[src/rtl/axi4_lite_master_arbiter.sv]
// Two-requester arbiter in front of a single AXI4-Lite master command port (port 0 = LSU, port 1 = fetch).
// Define ARB_ROUND_ROBIN_EN for round-robin tie breaking; otherwise port 0 wins every tie.
module axi4_lite_master_arbiter #(
   parameter int ADDR_WIDTH = 32,
   parameter int DATA_WIDTH = 32
) (
   input  logic                  clk,
   input  logic                  rst,
   input  logic                  rq0_req,
   input  logic                  rq0_we,
   input  logic [ADDR_WIDTH-1:0] rq0_addr,
   input  logic [DATA_WIDTH-1:0] rq0_wdata,
   input  logic [3:0]            rq0_wstrb,
   output logic                  rq0_done,
   output logic [DATA_WIDTH-1:0] rq0_rdata,
   input  logic                  rq1_req,
   input  logic                  rq1_we,
   input  logic [ADDR_WIDTH-1:0] rq1_addr,
   input  logic [DATA_WIDTH-1:0] rq1_wdata,
   input  logic [3:0]            rq1_wstrb,
   output logic                  rq1_done,
   output logic [DATA_WIDTH-1:0] rq1_rdata,
   output logic                  write_start,
   output logic [ADDR_WIDTH-1:0] write_addr,
   output logic [DATA_WIDTH-1:0] write_data,
   output logic [3:0]            write_strobe,
   input  logic                  write_busy,
   output logic                  read_start,
   output logic [ADDR_WIDTH-1:0] read_addr,
   input  logic [DATA_WIDTH-1:0] read_data,
   input  logic                  read_busy,
   output logic                  grant_id,
   output logic [2:0]            dbg_state_o
);

   typedef enum logic [2:0] {
      ST_IDLE      = 3'd0,
      ST_ISSUE     = 3'd1,
      ST_WAIT_BUSY = 3'd2,
      ST_WAIT_DONE = 3'd3,
      ST_RESP      = 3'd4
   } state_t;

   state_t                state_q;
   logic                  we_q;
   logic                  grant_q;
`ifdef ARB_ROUND_ROBIN_EN
   logic                  last_grant_q;
`endif
   logic                  write_start_q;
   logic                  read_start_q;
   logic [ADDR_WIDTH-1:0] write_addr_q;
   logic [DATA_WIDTH-1:0] write_data_q;
   logic [3:0]            write_strobe_q;
   logic [ADDR_WIDTH-1:0] read_addr_q;
   logic                  rq0_done_q;
   logic                  rq1_done_q;
   logic [DATA_WIDTH-1:0] rq0_rdata_q;
   logic [DATA_WIDTH-1:0] rq1_rdata_q;

   logic                  win_d;
   logic                  win_we_d;
   logic [ADDR_WIDTH-1:0] win_addr_d;
   logic [DATA_WIDTH-1:0] win_wdata_d;
   logic [3:0]            win_wstrb_d;
   logic                  busy_sel;
   logic [DATA_WIDTH-1:0] cap_d;

   // Handshake: a requester raises req with stable fields and holds it until it sees a one-cycle
   // done; requests are only sampled in IDLE, so a req still high during RESP starts a new grant.
   always_comb begin
      win_d = 1'b0;
`ifdef ARB_ROUND_ROBIN_EN
      if (rq0_req && rq1_req) win_d = ~last_grant_q;
      else                    win_d = rq1_req;
`else
      win_d = rq1_req & ~rq0_req;
`endif
      win_we_d    = win_d ? rq1_we    : rq0_we;
      win_addr_d  = win_d ? rq1_addr  : rq0_addr;
      win_wdata_d = win_d ? rq1_wdata : rq0_wdata;
      win_wstrb_d = win_d ? rq1_wstrb : rq0_wstrb;
      busy_sel    = we_q ? write_busy : read_busy;
      cap_d       = we_q ? '0 : read_data;
   end

   always_ff @(posedge clk) begin
      if (rst) begin
         state_q        <= ST_IDLE;
         we_q           <= 1'b0;
         grant_q        <= 1'b0;
`ifdef ARB_ROUND_ROBIN_EN
         last_grant_q   <= 1'b1;
`endif
         write_start_q  <= 1'b0;
         read_start_q   <= 1'b0;
         write_addr_q   <= '0;
         write_data_q   <= '0;
         write_strobe_q <= '0;
         read_addr_q    <= '0;
         rq0_done_q     <= 1'b0;
         rq1_done_q     <= 1'b0;
         rq0_rdata_q    <= '0;
         rq1_rdata_q    <= '0;
      end else begin
         case (state_q)
            ST_IDLE: begin
               if (rq0_req || rq1_req) begin
                  grant_q <= win_d;
                  we_q    <= win_we_d;
                  if (win_we_d) begin
                     write_addr_q   <= win_addr_d;
                     write_data_q   <= win_wdata_d;
                     write_strobe_q <= win_wstrb_d;
                     write_start_q  <= 1'b1;
                  end else begin
                     read_addr_q  <= win_addr_d;
                     read_start_q <= 1'b1;
                  end
                  state_q <= ST_ISSUE;
               end
            end
            ST_ISSUE: begin
               write_start_q <= 1'b0;
               read_start_q  <= 1'b0;
               state_q       <= ST_WAIT_BUSY;
            end
            // The master may take several cycles to raise busy after the start pulse.
            ST_WAIT_BUSY: begin
               if (busy_sel) state_q <= ST_WAIT_DONE;
            end
            ST_WAIT_DONE: begin
               if (!busy_sel) begin
                  if (grant_q) begin
                     rq1_done_q  <= 1'b1;
                     rq1_rdata_q <= cap_d;
                  end else begin
                     rq0_done_q  <= 1'b1;
                     rq0_rdata_q <= cap_d;
                  end
                  state_q <= ST_RESP;
               end
            end
            ST_RESP: begin
               rq0_done_q <= 1'b0;
               rq1_done_q <= 1'b0;
`ifdef ARB_ROUND_ROBIN_EN
               last_grant_q <= grant_q;
`endif
               state_q <= ST_IDLE;
            end
            default: state_q <= ST_IDLE;
         endcase
      end
   end

   assign write_start  = write_start_q;
   assign read_start   = read_start_q;
   assign write_addr   = write_addr_q;
   assign write_data   = write_data_q;
   assign write_strobe = write_strobe_q;
   assign read_addr    = read_addr_q;
   assign rq0_done     = rq0_done_q;
   assign rq1_done     = rq1_done_q;
   assign rq0_rdata    = rq0_rdata_q;
   assign rq1_rdata    = rq1_rdata_q;
   assign grant_id     = grant_q;
   assign dbg_state_o  = state_q;

endmodule
[config.mk]
export PLATFORM = sky130hd
export DESIGN_NAME = axi4_lite_master_arbiter
export DESIGN_NICKNAME = d
export VERILOG_FILES = /design/src/rtl/axi4_lite_master_arbiter.sv
export SDC_FILE = /design/constraint.sdc
export NUM_CORES = 1
export LEC_CHECK = 0
export CAP_MARGIN = 20
export CORE_AREA = 2 2 135 137
export DETAILED_ROUTE_END_ITERATION = 10
export DIE_AREA = 0 0 137 139
export GPL_TIMING_DRIVEN = 0
export PLACE_DENSITY_LB_ADDON = 0.15
export SYNTH_ARGS = -nofsm -noshare
export SYNTH_HDL_FRONTEND = slang
export SYNTH_SLANG_ARGS = --single-unit
export TNS_END_PERCENT = 10
[constraint.sdc]
create_clock -name clk -period 4.9 [get_ports clk]
set_input_delay 1.225 -clock clk [delete_from_list [all_inputs] [get_ports clk]]
set_output_delay 1.225 -clock clk [all_outputs]
set_load 0.02 [all_outputs]
---- Yosys cells after proc, flatten, opt, wreduce, memory -nomap -nowiden ----
Cells that the tools add are included.
operators by class
  muxes and demuxes ....................... 22
  bitwise logic cells ..................... 5
  reductions and logical operators ........ 14
  eq/ne operators ......................... 11
operators by type and width
  cell                                                             number
  32-bit two-way mux                                               3
  3-bit AND reduction                                              9
  2-bit != test, second input constant                             7
  3-bit one-hot mux with 4 select lines                            1
  1-bit two-way mux                                                10
  3-bit two-way mux                                                3
  1-bit one-hot mux with 2 select lines                            4
  3-bit by 2-bit == test with 1-bit output, second input constant  2
  4-bit two-way mux                                                1
  1-bit NOT                                                        4
  2-bit nonzero test                                               2
  3-bit by 1-bit == test with 1-bit output, second input constant  1
  3-bit == test, second input constant                             1
  3-bit logical NOT                                                1
  2-bit AND reduction                                              1
  1-bit bitwise AND                                                1
  1-bit logical OR                                                 1
word-level totals
  bits of input ports ..................... 176
  register bits after elaboration ......... 173
  logic and storage cells ................. 65

---- Longest topological paths before layout ----
  depth after elaboration ................. 6
  gate-level depth with buffers ........... 8
  gate-level depth less buffers ........... 4

---- Worst setup path after synthesis ----
OpenSTA, ideal clock, no wires.
  path type ............................... input port to flip-flop
  start ................................... input rq0_req
  end ..................................... register write_addr_q[10] (netlist: write_addr[10])
  required time ........................... 4779 ps
  cell stages on the path ................. 7
  path slack .............................. 2285 ps
  arrival time ............................ 2494 ps
  path through ............................ nand2b_1 buf_2 mux2_4 nand2b_1 buf_2 buf_4 mux2_2
on the way
  longest elaborated chain between the ends .. 4
  elaborated cells on any way between the ends .. 6
ends and longest elaborated chain
  what                                  RTL line  source
  from (decl)                           9         input logic rq0_req,
  1-bit NOT                             77        win_d = rq1_req & ~rq0_req;
  1-bit bitwise AND                     77
  1-bit two-way mux                     79        win_we_d = win_d ? rq1_we : rq0_we;
  3-bit AND reduction (no source line)  --
  to (signal assigned)                  112       write_addr_q <= win_addr_d;
  to (decl)                             52        logic [ADDR_WIDTH-1:0] write_addr_q;
Parallel ways exist; a longest one is shown, timed or not.
A chain may end at the register's enable or synchronous reset.

---- Worst setup path in the final report ----
  start ................................... input rq1_req
  end ..................................... register write_data_q[8] (netlist: write_data[8])
on the way
  longest elaborated chain between the ends .. 3
  elaborated cells on any way between the ends .. 5
ends and longest elaborated chain
  what                                  RTL line  source
  from (decl)                           16        input logic rq1_req,
  1-bit bitwise AND                     77
  1-bit two-way mux                     79
  3-bit AND reduction (no source line)  --
  to (signal assigned)                  113       write_data_q <= win_wdata_d;
  to (decl)                             53        logic [DATA_WIDTH-1:0] write_data_q;
Parallel ways exist; a longest one is shown, timed or not.

==> summary.md <==
| Metric | Value |
|---|---|
| M3 GR Usage | `7.97%` |
| Post-route minimum period | `3.12 ns` |
| Root Driver | `clkbuf_16` |
| Sequential share of the synthesized area | `about 44%` |
| Number of port buffers | `344` |
| Die Wd | `137 um` |
| #FFs+latches synth | `173` |
| Hold_ws | `between 0.4 and 0.5 ns` |
| Detailed-route via count | `7,653` |
| Clock Sinks | `173` |
| Final hold violation count | `0` |
| Worst setup path class | `in2reg` |
| First-pass detailed-route iteration total | `7` |
| Pin count of the biggest net entering global routing | `17` |
| WL final | `25,600 um` |
| Tcrit/Tclk final | `63.6%` |
| Starting Density | `44.8%` |
| Power Density | `approximately 300 mW/mm2` |
| Leading cell type in the layout, fill and taps excluded | `clkdlybuf4s50_1` |
| Fillers | `1,551` |
| Row cnt | `~50` |
| CTS tree | `yes` |
| Pint | `about 2.6 mW` |
| Post-CTS Hold Fix Bufs | `0` |
| CTS max path bufs | `2` |
| Max stage delay cell, worst path | `clkdlybuf4s50_1` |
| Vias in the first global route | `7,324` |
| Diode count | `0` |
| Ys Warns | `0` |
| Worst Hold Path EP | `rq0_rdata[9]` |
| Capture point of the worst reg-to-reg path | `rq1_rdata[13]` |
| Worst path bufs/invs | `4` |
| HPWL after DPL | `roughly 19,000 um` |
| Slew Limit Fails | `0` |
| Worst Path Arrival | `about 3.4 ns` |
| Comb pwr share | `24.4%` |
| Initial antenna violation count | `0` |
| Wire per inst | `between 15 and 20 um` |
| Worst vdd ir | `0.238 mV` |
| Fmax | `about 320 MHz` |
| Total gr overflow | `0` |
| Fin nets | `1,458` |
| Top Ports | `~350` |
| Met2 Use GR | `43.9%` |
| Final setup vio count | `0` |
| Launch point of the worst reg-to-reg path | `dbg_state_o[0]` |
| Met1 Use GR | `31.7%` |
| Post-Synthesis Cells | `919` |
| Pre-CTS worst setup slack | `approximately 1.3 ns` |
| Die height | `139 um` |
| Post-Route Skew | `between 0.007 and 0.008 ns` |
| Outcome | `completed` |
| Netlist Area Pre-Place | `0.00790 mm2` |
| CORE AREA | `0.0177 mm2` |
| Final ANT Viol Nets | `0` |
| Number of CTS-inserted buffers | `17` |
| Reg power frac | `42.1%` |
| Layout area overhead | `53.8%` |
| Post-CTS sizing | `0` |
| Worst setup SP type | `primary input` |
| Post-route setup slack | `roughly 1.8 ns` |
| Max Cap Viol | `0` |
| WHS Path Cells | `2` |
| Worst Min Path Start | `rq0_rdata[9]` |
| # DRC | `0` |
| Share of post-route cells with drive strength above 1 | `about 11%` |
| Slew HR | `52.0%` |
| CP dominant cell by count | `clkbuf_1` |
| CP delay by family, top | `buffers and inverters` |
| Switch Pwr | `approximately 1.1 mW` |
| Min-delay worst type | `reg2reg` |
| CP Capture Type | `register` |
| Sw frac | `between 20 and 30%` |
| Busiest grt layer | `met2` |
| Placed instance count | `1,492` |
| TNS Setup | `0 ns` |
| Synth Net Count | `1,095` |
| Finished Layout Cells | `between 1,500 and 2,000` |
| Worst-margin pin slew | `0.719 ns` |
| Post-Syn Area per Cell | `8.60 um2` |
| Vias per cell | `between 5 and 6` |
| Gpl congestion | `0.868` |
| Count of cell types in the netlist | `32` |
| Lkg Pwr | `roughly 4.4 nW` |
| Critical Path Max Stage Delay | `0.56 ns` |
| FF-to-FF path depth | `6` |
| First DRT Iteration DRCs | `296` |
| Setup repair bufs after CTS | `0` |
| Most frequent cells in the layout | `344 x clkdlybuf4s50_1, 191 x nand2_1, 173 x dfxtp_1` |
| Clk slew on worst S/H paths | `0.07 ns` |
| Clock latency on the worst-skew pair | `0.42 ns` |
| Clk network pwr share | `33.5%` |
| RSZ-0062 raised after global routing | `no` |
| Critical Path Fanout Max | `10` |
| Data required, critical path | `5.17 ns` |
| Area of the die | `0.0190 mm2` |
| Tot GR Track Use | `26.3%` |
| H-tree depth | `4` |
| CP cell instances | `clkdlybuf4s50_1 -> nor2b_1 -> clkbuf_1 -> buf_2 -> clkbuf_1 -> nand3b_1 -> a21oi_1 -> a211oi_2` |
| First-pass GRT wire length | `between 30,000 and 40,000 um` |
| R2R setup slack | `3.04 ns` |
metrics by stage:
step           utilization (%)  power [mW]  instance area [um2]
2_1_floorplan                -        2.04                 7900
3_3_place_gp              65.9        2.46                11600
3_5_place_dp              65.9        2.47                11600
4_1_cts                   68.8        3.70                12200
5_1_grt                   68.8        3.83                12200
6_report                  68.8        3.67                12200
power by group through the flow:
stage	clock network (mW)	registers, mW	logic [mW]
floorplan	0	1.69	0.356
global placement	0	1.57	0.890
detailed placement	0	1.58	0.894
CTS	1.25	1.55	0.900
global route	1.31	1.56	0.956
finish	1.23	1.55	0.896
flip-flops by register name, indices dropped and copies added (netlist names):
signal        cells
write_strobe      4
grant_id          1
read_addr        32
write_start       1
dbg_state_o       3
rq1_done          1
rq0_done          1
write_addr       32
read_start        1
rq1_rdata        32
we_q              1
write_data       32
rq0_rdata        32
cells in the mapped netlist:
| library cell | count | area share, % |
|---|---|---|
| buf_1 | 4 | 0.19 |
| and4b_1 | 1 | 0.13 |
| o21ai_2 | 1 | 0.11 |
| nand2b_1 | 2 | 0.16 |
| and2_1 | 1 | 0.079 |
| buf_6 | 9 | 1.3 |
| o21a_1 | 3 | 0.28 |
| and2b_2 | 2 | 0.22 |
| nor4_1 | 2 | 0.16 |
| nand2_2 | 3 | 0.24 |
| buf_2 | 12 | 0.76 |
| and2b_1 | 1 | 0.095 |
| a21oi_1 | 137 | 8.7 |
| mux2_1 | 7 | 1.0 |
| mux2i_1 | 1 | 0.13 |
| nor2b_1 | 96 | 7.6 |
| nand2_1 | 191 | 9.1 |
| nor2_4 | 1 | 0.14 |
| a211oi_1 | 18 | 1.7 |
| or4_4 | 1 | 0.14 |
| nor3_2 | 1 | 0.13 |
| a211oi_2 | 20 | 3.2 |
| nor3_1 | 4 | 0.25 |
| mux2_4 | 2 | 0.38 |
| inv_1 | 36 | 1.7 |
| buf_4 | 6 | 0.57 |
| dfxtp_1 | 173 | 44 |
| clkbuf_1 | 50 | 2.4 |
| nand3b_1 | 72 | 6.8 |
| mux2_2 | 57 | 8.1 |
| nor2_1 | 4 | 0.19 |
| nor4_4 | 1 | 0.27 |
routing by layer:
| metal | part of all wire (%) | vias to the layer above |
|---|---|---|
| met5 | 0 | - |
| met4 | 2.7 | 0 |
| met3 | 8.5 | 43 |
| met2 | 48 | 272 |
| met1 | 40 | 3561 |
| li1 | - | 3777 |
worst max path at each step:
stage	endpoint	slack, ns	depth (start not counted)	start
after floorplan	write_addr[10]	2.29	7	rq0_req
after global placement	write_strobe[2]	1.37	8	rq1_req
after detailed placement	write_strobe[2]	1.34	8	rq1_req
after CTS	write_strobe[2]	1.78	8	rq1_req
after global routing	write_data[3]	1.63	8	rq1_req
final	write_data[8]	1.78	8	rq1_req
tightest hold or removal path, stage by stage (launching register included):
cell and delay, ns:
dfxtp_1 0.31, nand2_1 0.05, a21oi_1 0.05
layout make-up:
type / instances / area [um2] / share of cell area (%)
buffer: 81 / 409 / 3.37
clock buffer: 18 / 429 / 3.53
clock inverter: 13 / 93.8 / 0.772
inverter: 36 / 135 / 1.11
multi-input combinational: 629 / 3890 / 32.0
sequential: 173 / 3460 / 28.5
tap: 229 / 287 / 2.36
timing repair buffer: 344 / 3440 / 28.3
cells by family after synthesis:
logic type | share of synthesized area, %
compound gates | 13.9
buf+inv | 6.89
flops | 43.8
mux | 9.63
simple gates | 25.7
(Power assumes the default switching activity.)
